[config.mk]
export PLATFORM = sky130hd
export DESIGN_NAME = simt_diverge_ctrl
export DESIGN_NICKNAME = d
export VERILOG_FILES = /design/src/rtl/gpgpu_simt_pkg.sv /design/src/rtl/simt_diverge_ctrl_reconv_slot.sv /design/src/rtl/simt_diverge_ctrl.sv
export SDC_FILE = /design/constraint.sdc
export NUM_CORES = 1
export LEC_CHECK = 0
export ABC_AREA = 1
export CORE_ASPECT_RATIO = 1.4
export CORE_UTILIZATION = 50
export CTS_CLUSTER_DIAMETER = 200
export CTS_CLUSTER_SIZE = 14
export DETAILED_ROUTE_END_ITERATION = 10
export PLACE_DENSITY = 0.89
export SYNTH_ARGS = -nofsm -noshare
export SYNTH_HDL_FRONTEND = slang
export SYNTH_SLANG_ARGS = --single-unit
[constraint.sdc]
create_clock -name clk -period 2.4 [get_ports clk]
set_input_delay 0.24 -clock clk [delete_from_list [all_inputs] [get_ports clk]]
set_output_delay 0.24 -clock clk [all_outputs]
set_load 0.02 [all_outputs]
[src/rtl/gpgpu_simt_pkg.sv]
// Shared definitions for the SIMT divergence path: push-packet field offsets,
// the bottom-of-stack RPC sentinel and the divergence FSM encoding.
package gpgpu_simt_pkg;

  typedef enum logic {
    ST_IDLE = 1'b0,
    ST_PUSH = 1'b1
  } div_state_e;

  // Packets are {RPC, PC, Mask}, with the mask in the LSBs.
  localparam int PKT_MASK_LSB = 0;

  function automatic int pkt_pc_lsb(input int lanes);
    return lanes;
  endfunction

  function automatic int pkt_rpc_lsb(input int lanes, input int pc_w);
    return lanes + pc_w;
  endfunction

  // The bottom stack entry carries an all-ones RPC; slice to the PC width.
  localparam logic [63:0] RPC_SENTINEL = '1;

endpackage

[src/rtl/simt_diverge_ctrl_reconv_slot.sv]
// Reconvergence detection plus a one-entry holding slot that defers a reconv
// while it would collide with a branch strobe or with the warp being pushed.
module reconv_slot
  import gpgpu_simt_pkg::*;
#(
  parameter int PC_W  = 12,
  parameter int WID_W = 3
) (
  input  logic             clk,
  input  logic             reset,
  input  logic             stall,
  input  logic             iss_valid,
  input  logic [WID_W-1:0] iss_warp,
  input  logic [PC_W-1:0]  iss_next_pc,
  input  logic [PC_W-1:0]  iss_tos_rpc,
  input  logic             branch_now,
  input  logic             push_active,
  input  logic [WID_W-1:0] push_warp,
  output logic             emit,
  output logic [WID_W-1:0] emit_warp
);

  localparam logic [PC_W-1:0] SENTINEL = RPC_SENTINEL[PC_W-1:0];

  logic             slot_valid, slot_valid_d;
  logic [WID_W-1:0] slot_warp, slot_warp_d;
  logic             detect, blk_det, blk_slot, overflow;

  assign detect   = iss_valid && (iss_next_pc == iss_tos_rpc) && (iss_tos_rpc != SENTINEL);
  assign blk_det  = branch_now || (push_active && (iss_warp == push_warp));
  assign blk_slot = branch_now || (push_active && (slot_warp == push_warp));

  // The held entry always goes first; a detection in its drain cycle takes its place.
  always_comb begin
    emit         = 1'b0;
    emit_warp    = '0;
    slot_valid_d = slot_valid;
    slot_warp_d  = slot_warp;
    overflow     = 1'b0;
    if (slot_valid) begin
      if (!blk_slot) begin
        emit         = 1'b1;
        emit_warp    = slot_warp;
        slot_valid_d = detect;
        slot_warp_d  = detect ? iss_warp : slot_warp;
      end else if (detect) begin
        overflow = 1'b1;
      end
    end else if (detect) begin
      if (blk_det) begin
        slot_valid_d = 1'b1;
        slot_warp_d  = iss_warp;
      end else begin
        emit      = 1'b1;
        emit_warp = iss_warp;
      end
    end
  end

  always_ff @(posedge clk) begin
    if (reset) begin
      slot_valid <= 1'b0;
      slot_warp  <= '0;
    end else if (!stall) begin
      slot_valid <= slot_valid_d;
      slot_warp  <= slot_warp_d;
    end
  end

  slot_overflow_a : assert property (@(posedge clk) disable iff (reset) !(overflow && !stall));

endmodule

[src/rtl/simt_diverge_ctrl.sv]
// Branch-divergence controller feeding the per-warp SIMT stacks.
// Optional SIMT_DIVERGE_STATS_EN adds saturating divergent/uniform/reconv event counters.
module simt_diverge_ctrl
  import gpgpu_simt_pkg::*;
#(
  parameter int PC_W  = 12,
  parameter int LANES = 8,
  parameter int WID_W = 3
) (
  input  logic                      clk,
  input  logic                      reset,
  input  logic                      stall_i,
  input  logic                      br_valid_i,
  input  logic [WID_W-1:0]          br_warp_i,
  input  logic [LANES-1:0]          br_taken_i,
  input  logic [PC_W-1:0]           br_target_pc_i,
  input  logic [PC_W-1:0]           br_fall_pc_i,
  input  logic [PC_W-1:0]           br_reconv_pc_i,
  input  logic [PC_W-1:0]           tos_rpc_i,
  input  logic [LANES-1:0]          tos_mask_i,
  input  logic                      iss_valid_i,
  input  logic [WID_W-1:0]          iss_warp_i,
  input  logic [PC_W-1:0]           iss_next_pc_i,
  input  logic [PC_W-1:0]           iss_tos_rpc_i,
  output logic                      busy_o,
  output logic                      branch_o,
  output logic                      pushState_o,
  output logic                      pushTOS_o,
  output logic                      pushTOSsub1_o,
  output logic                      reconv_o,
  output logic                      mask0_all0_o,
  output logic                      mask1_all0_o,
  output logic [WID_W-1:0]          branchWarp_o,
  output logic [WID_W-1:0]          preBranchWarp_o,
  output logic [WID_W-1:0]          issuedWarp_o,
  output logic [2*PC_W+LANES-1:0]   pushPacket_TOS_o,
  output logic [2*PC_W+LANES-1:0]   pushPacket_TOSsub1_o
`ifdef SIMT_DIVERGE_STATS_EN
  ,
  output logic [31:0]               stat_div_o,
  output logic [31:0]               stat_uni_o,
  output logic [31:0]               stat_reconv_o
`endif
);

  localparam int PKT_W    = 2*PC_W + LANES;
  localparam int MASK_LSB = PKT_MASK_LSB;
  localparam int PC_LSB   = pkt_pc_lsb(LANES);
  localparam int RPC_LSB  = pkt_rpc_lsb(LANES, PC_W);

  div_state_e state_q, state_d;

  logic [LANES-1:0] m0, m1;
  logic             divergent, push_active;

  logic [WID_W-1:0] lat_warp;
  logic [PC_W-1:0]  lat_target, lat_fall, lat_reconv;
  logic [LANES-1:0] lat_m0, lat_m1;

  logic             busy_d, branch_d, push_state_d, push_tos_d, push_sub1_d, reconv_d;
  logic             m0z_d, m1z_d;
  logic [WID_W-1:0] bw_d, pbw_d, iw_d;
  logic [PKT_W-1:0] pkt_tos_d, pkt_sub1_d;

  assign m1          = br_taken_i;
  assign m0          = tos_mask_i & ~br_taken_i;
  assign divergent   = (m0 != '0) && (m1 != '0);
  assign push_active = (state_q == ST_PUSH);

  reconv_slot #(
    .PC_W  (PC_W),
    .WID_W (WID_W)
  ) u_slot (
    .clk         (clk),
    .reset       (reset),
    .stall       (stall_i),
    .iss_valid   (iss_valid_i),
    .iss_warp    (iss_warp_i),
    .iss_next_pc (iss_next_pc_i),
    .iss_tos_rpc (iss_tos_rpc_i),
    .branch_now  (branch_d),
    .push_active (push_active),
    .push_warp   (lat_warp),
    .emit        (reconv_d),
    .emit_warp   (iw_d)
  );

  always_comb begin
    state_d      = state_q;
    busy_d       = 1'b0;
    branch_d     = 1'b0;
    push_state_d = 1'b0;
    push_tos_d   = 1'b0;
    push_sub1_d  = 1'b0;
    m0z_d        = 1'b0;
    m1z_d        = 1'b0;
    bw_d         = '0;
    pbw_d        = '0;
    pkt_tos_d    = '0;
    pkt_sub1_d   = '0;
    case (state_q)
      ST_IDLE: begin
        if (br_valid_i) begin
          push_tos_d                        = 1'b1;
          bw_d                              = br_warp_i;
          m0z_d                             = (m0 == '0);
          m1z_d                             = (m1 == '0);
          pkt_tos_d[RPC_LSB +: PC_W]        = tos_rpc_i;
          pkt_tos_d[MASK_LSB +: LANES]      = tos_mask_i;
          if (divergent) begin
            // Current TOS becomes the reconvergence entry; the split paths follow.
            branch_d                        = 1'b1;
            pkt_tos_d[PC_LSB +: PC_W]       = br_reconv_pc_i;
            state_d                         = ST_PUSH;
          end else begin
            pkt_tos_d[PC_LSB +: PC_W]       = (m1 != '0) ? br_target_pc_i : br_fall_pc_i;
          end
        end
      end
      ST_PUSH: begin
        state_d                             = ST_IDLE;
        busy_d                              = 1'b1;
        push_state_d                        = 1'b1;
        push_tos_d                          = 1'b1;
        push_sub1_d                         = 1'b1;
        pbw_d                               = lat_warp;
        // Taken path lands on top so it executes first.
        pkt_tos_d[RPC_LSB +: PC_W]          = lat_reconv;
        pkt_tos_d[PC_LSB +: PC_W]           = lat_target;
        pkt_tos_d[MASK_LSB +: LANES]        = lat_m1;
        pkt_sub1_d[RPC_LSB +: PC_W]         = lat_reconv;
        pkt_sub1_d[PC_LSB +: PC_W]          = lat_fall;
        pkt_sub1_d[MASK_LSB +: LANES]       = lat_m0;
      end
      default: state_d = ST_IDLE;
    endcase
  end

  always_ff @(posedge clk) begin
    if (reset) begin
      state_q              <= ST_IDLE;
      lat_warp             <= '0;
      lat_target           <= '0;
      lat_fall             <= '0;
      lat_reconv           <= '0;
      lat_m0               <= '0;
      lat_m1               <= '0;
      busy_o               <= 1'b0;
      branch_o             <= 1'b0;
      pushState_o          <= 1'b0;
      pushTOS_o            <= 1'b0;
      pushTOSsub1_o        <= 1'b0;
      reconv_o             <= 1'b0;
      mask0_all0_o         <= 1'b0;
      mask1_all0_o         <= 1'b0;
      branchWarp_o         <= '0;
      preBranchWarp_o      <= '0;
      issuedWarp_o         <= '0;
      pushPacket_TOS_o     <= '0;
      pushPacket_TOSsub1_o <= '0;
    end else if (!stall_i) begin
      state_q              <= state_d;
      if (branch_d) begin
        lat_warp           <= br_warp_i;
        lat_target         <= br_target_pc_i;
        lat_fall           <= br_fall_pc_i;
        lat_reconv         <= br_reconv_pc_i;
        lat_m0             <= m0;
        lat_m1             <= m1;
      end
      busy_o               <= busy_d;
      branch_o             <= branch_d;
      pushState_o          <= push_state_d;
      pushTOS_o            <= push_tos_d;
      pushTOSsub1_o        <= push_sub1_d;
      reconv_o             <= reconv_d;
      mask0_all0_o         <= m0z_d;
      mask1_all0_o         <= m1z_d;
      branchWarp_o         <= bw_d;
      preBranchWarp_o      <= pbw_d;
      issuedWarp_o         <= iw_d;
      pushPacket_TOS_o     <= pkt_tos_d;
      pushPacket_TOSsub1_o <= pkt_sub1_d;
    end
  end

`ifdef SIMT_DIVERGE_STATS_EN
  logic uni_evt;
  assign uni_evt = (state_q == ST_IDLE) && br_valid_i && !divergent;

  always_ff @(posedge clk) begin
    if (reset) begin
      stat_div_o    <= '0;
      stat_uni_o    <= '0;
      stat_reconv_o <= '0;
    end else if (!stall_i) begin
      if (branch_d && (stat_div_o != '1))    stat_div_o    <= stat_div_o + 32'd1;
      if (uni_evt && (stat_uni_o != '1))     stat_uni_o    <= stat_uni_o + 32'd1;
      if (reconv_d && (stat_reconv_o != '1)) stat_reconv_o <= stat_reconv_o + 32'd1;
    end
  end
`endif

  br_in_push_a : assert property (@(posedge clk) disable iff (reset)
    !(!stall_i && (state_q == ST_PUSH) && br_valid_i));
  strobe_excl_a : assert property (@(posedge clk) disable iff (reset)
    !(branch_o && reconv_o) && !(branch_o && pushState_o));

endmodule

==> results.cfg <==
[run_status]
status = completed

[global_route]
grt_antenna_before_repair = 0
grtUsageTotal = 0.276
grt_pass1_vias = 5520
grt_max_degree = 80
grt_overflow_total = 0
grt_first_pass_wirelength_mm = 25.7

[cells_and_area]
n_antenna_cell = 0
syn_to_final_growth_pct = 41.1
fin_area_um2 = 8100
nets = 1040
final_layout_size_suffix_gt1_frac = 0.0828

[timing]
skew_ns = 0.00969
hold_violations = 0
grt_setup_unrepaired = no
setup_tns_ns = 0
final_max_slew_viol_count = 0
relSlewSlack = 0.431
worst_pin_slew_ns = 0.854
fin_crit_sh = 0.770
period_minus_slack_ns = 1.85
finalSetupViolCount = 0
fmax_ghz = 0.541

[die]
start_util = 0.520
std_cell_rows = 45
io_pins = 180
die_h_um = 129
die-area_um2 = 11900
die_width_um = 92.5
coreArea_um2 = 11000

[yosys]
mappedNetlistNets = 878
ys_warn_count = 0
synthTopCellsByArea = dfxtp_1, nand2_1, a21oi_1
synthAdderAreaFrac = 0
synthXorXnorAreaFrac = 0.00763
synth-compound-area-share = 0.179
synth_area_per_cell_um2 = 7.37
syn-cell-area_um2 = 5740
ys.flop_type = dfxtp_1
synthMuxAreaShare = 0
synth_edf_count = 0
yosysTopAreaCell = dfxtp_1
synthCells = 779
yosys.area_share.simple = 0.249
synth_top_family_by_area = simple AND/OR/NAND/NOR gates
async_flop_share = 0
ys_ff_latch = 138
synth-seq-area-share = 0.481
netlist.area_leader.share = 0.481
yosysUniqueCellTypes = 36

[setup_path]
path_cells = clkdlybuf4s50_1
r2r_cells = 9
rrSetupSlack_ns = 0.59
crit_required_ns = 2.16
worstReg2RegStart = push_active$_SDFFE_PP0N_
cp-start-kind = flop
end_kind = output port
path_max_fanout = 7
arrival_ns = 1.61
path_buf_inv = 1
cp-startpoint = push_active$_SDFFE_PP0N_
rr_endpoint = pushPacket_TOS_o[18]$_SDFFE_PP0N_
endpoint = branch_o
cp_top_family = buffers and inverters
critical-path-max-stage-delay_ns = 0.68
crit_type = reg2out
worst-path-stages = 1
crit_path_top_delay_cell = clkdlybuf4s50_1

[detailed_routing]
first_pass_iters = 5
remaining_drc_errors = 0
wl_mm = 16.4
ant_nets = 0
vias = 5752
vias_per_cell = 5.25
routedWlPerCell_um = 14.9
drtIter0Drc = 248

[min_path]
hold_depth = 4
hold_path_class = in2reg

[cts]
cts_tree = yes
cts_max_level = 4
cts_root_buffer = clkbuf_16
cts_setup_buffers = 0
cts_resized = 0
path_clk_slew_ns = 0.06
insertion_delay_ns = 0.42
hold_buffers = 0
clockBufferDepth = 2
cts_sinks = 138
numCtsBuffers = 17

[power]
p_leak_nw = 3.17
total_power_mw = 5.55
p_per_area_nw_per_um2 = 685
peakVddDrop_v = 0.000502

[place]
place_congestion = 0.879
dpl-instance-area_um2 = 7540
io_buffer_count = 179
hpwl_mm = 11.1

[run]
maxCapViolCount = 0
-- placed cells by master (no fill, tap or decap), types with 6 or more instances in the layout --
master	instances
a21oi_1	87
buf_4	10
nand2_1	257
inv_2	9
o21ai_0	53
clkinvlp_4	6
clkbuf_16	17
nor2_1	52
clkdlybuf4s50_1	177
nand3_1	8
o21ai_1	6
a31oi_1	23
o2111ai_1	9
inv_1	48
dfxtp_1	138
-- state kept, by name, indices dropped and copies added (netlist names), 3 cells and up --
register and cells:
preBranchWarp_o 3, u_slot.slot_warp 3, pushPacket_TOSsub1_o 32, lat_target 12, issuedWarp_o 3, lat_m1 8, branchWarp_o 3, lat_reconv 12
lat_fall 12, lat_m0 8, lat_warp 3, pushPacket_TOS_o 32
-- Yosys cell counts, types with 3 or more instances --
| library cell | count |
|---|---|
| o21ai_0 | 53 |
| a21oi_2 | 4 |
| a21oi_1 | 87 |
| inv_2 | 9 |
| dfxtp_1 | 138 |
| or2_2 | 3 |
| nor2_1 | 52 |
| buf_6 | 4 |
| nand2_2 | 5 |
| a31oi_1 | 23 |
| nand3_1 | 8 |
| inv_1 | 48 |
| nor2_2 | 5 |
| o2111ai_1 | 9 |
| buf_4 | 7 |
| xnor2_1 | 5 |
| o21ai_1 | 6 |
| nand4_1 | 4 |
| nand2_1 | 257 |
| buf_1 | 4 |
| buf_2 | 6 |
| clkbuf_1 | 23 |
-- kinds of logic after synthesis --
family                 after synthesis
flip-flops                         138
AND/OR/NAND/NOR                    345
AO/OA/AOI/OAI                      186
XOR/XNOR                             5
buffers and inverters              105
-- report_power, final --
group,switching [mW],total (mW),internal (mW),leakage [nW]
Clock,0.993,2.41,1.42,0.254
Sequential,0.0545,2.45,2.39,1.12
Combinational,0.371,0.689,0.318,1.79
-- through the flow --
stage          setup WS, ns  cells  hold WS, ns   util
4_1_cts               0.559   1095        0.246  0.734
5_1_grt               0.472   1095        0.261  0.734
3_3_place_gp          0.319   1063        0.434  0.684
3_5_place_dp          0.226   1063        0.449  0.684
6_report              0.552   1095        0.254  0.734
2_1_floorplan         0.957    779        0.368      -
-- layer usage --
layer / track usage / up-vias / share of wire
met5: 0 / - / 0
met1: 0.308 / 2640 / 0.39
met4: 0.135 / 0 / 0.034
li1: - / 2845 / -
met2: 0.480 / 226 / 0.51
met3: 0.0792 / 41 / 0.068
-- worst min-delay path by stage --
stage                     slack (ns)                   startpoint                            to
after floorplan                 0.37                br_taken_i[5]        lat_m1[5]$_SDFFE_PP0P_
after global placement          0.43  lat_target[11]$_SDFFE_PP0P_   lat_target[11]$_SDFFE_PP0P_
after detailed placement        0.45   lat_target[8]$_SDFFE_PP0P_    lat_target[8]$_SDFFE_PP0P_
after CTS                       0.25                      stall_i  branchWarp_o[2]$_SDFFE_PP0N_
after global routing            0.26                      stall_i  branchWarp_o[0]$_SDFFE_PP0N_
final                           0.25                      stall_i  branchWarp_o[2]$_SDFFE_PP0N_
-- worst reg2reg max path: cells and delay by family (launching register included) --
kind | cells | cell delay (ns)
DFF | 1 | 0.40
and+or+nand+nor | 6 | 1.05
buffers and inverters | 2 | 0.21
AOI/OAI and AO/OA | 1 | 0.10
-- final cells by class --
class	instances	area, µm²
sequential	138	2760
multi-input combinational	536	2510
timing repair buffer	190	1880
inverter	58	220
clock inverter	14	125
clock buffer	18	429
tap	141	176
fill	855	2940
Note: power is estimated with default switching activity, not from simulation.
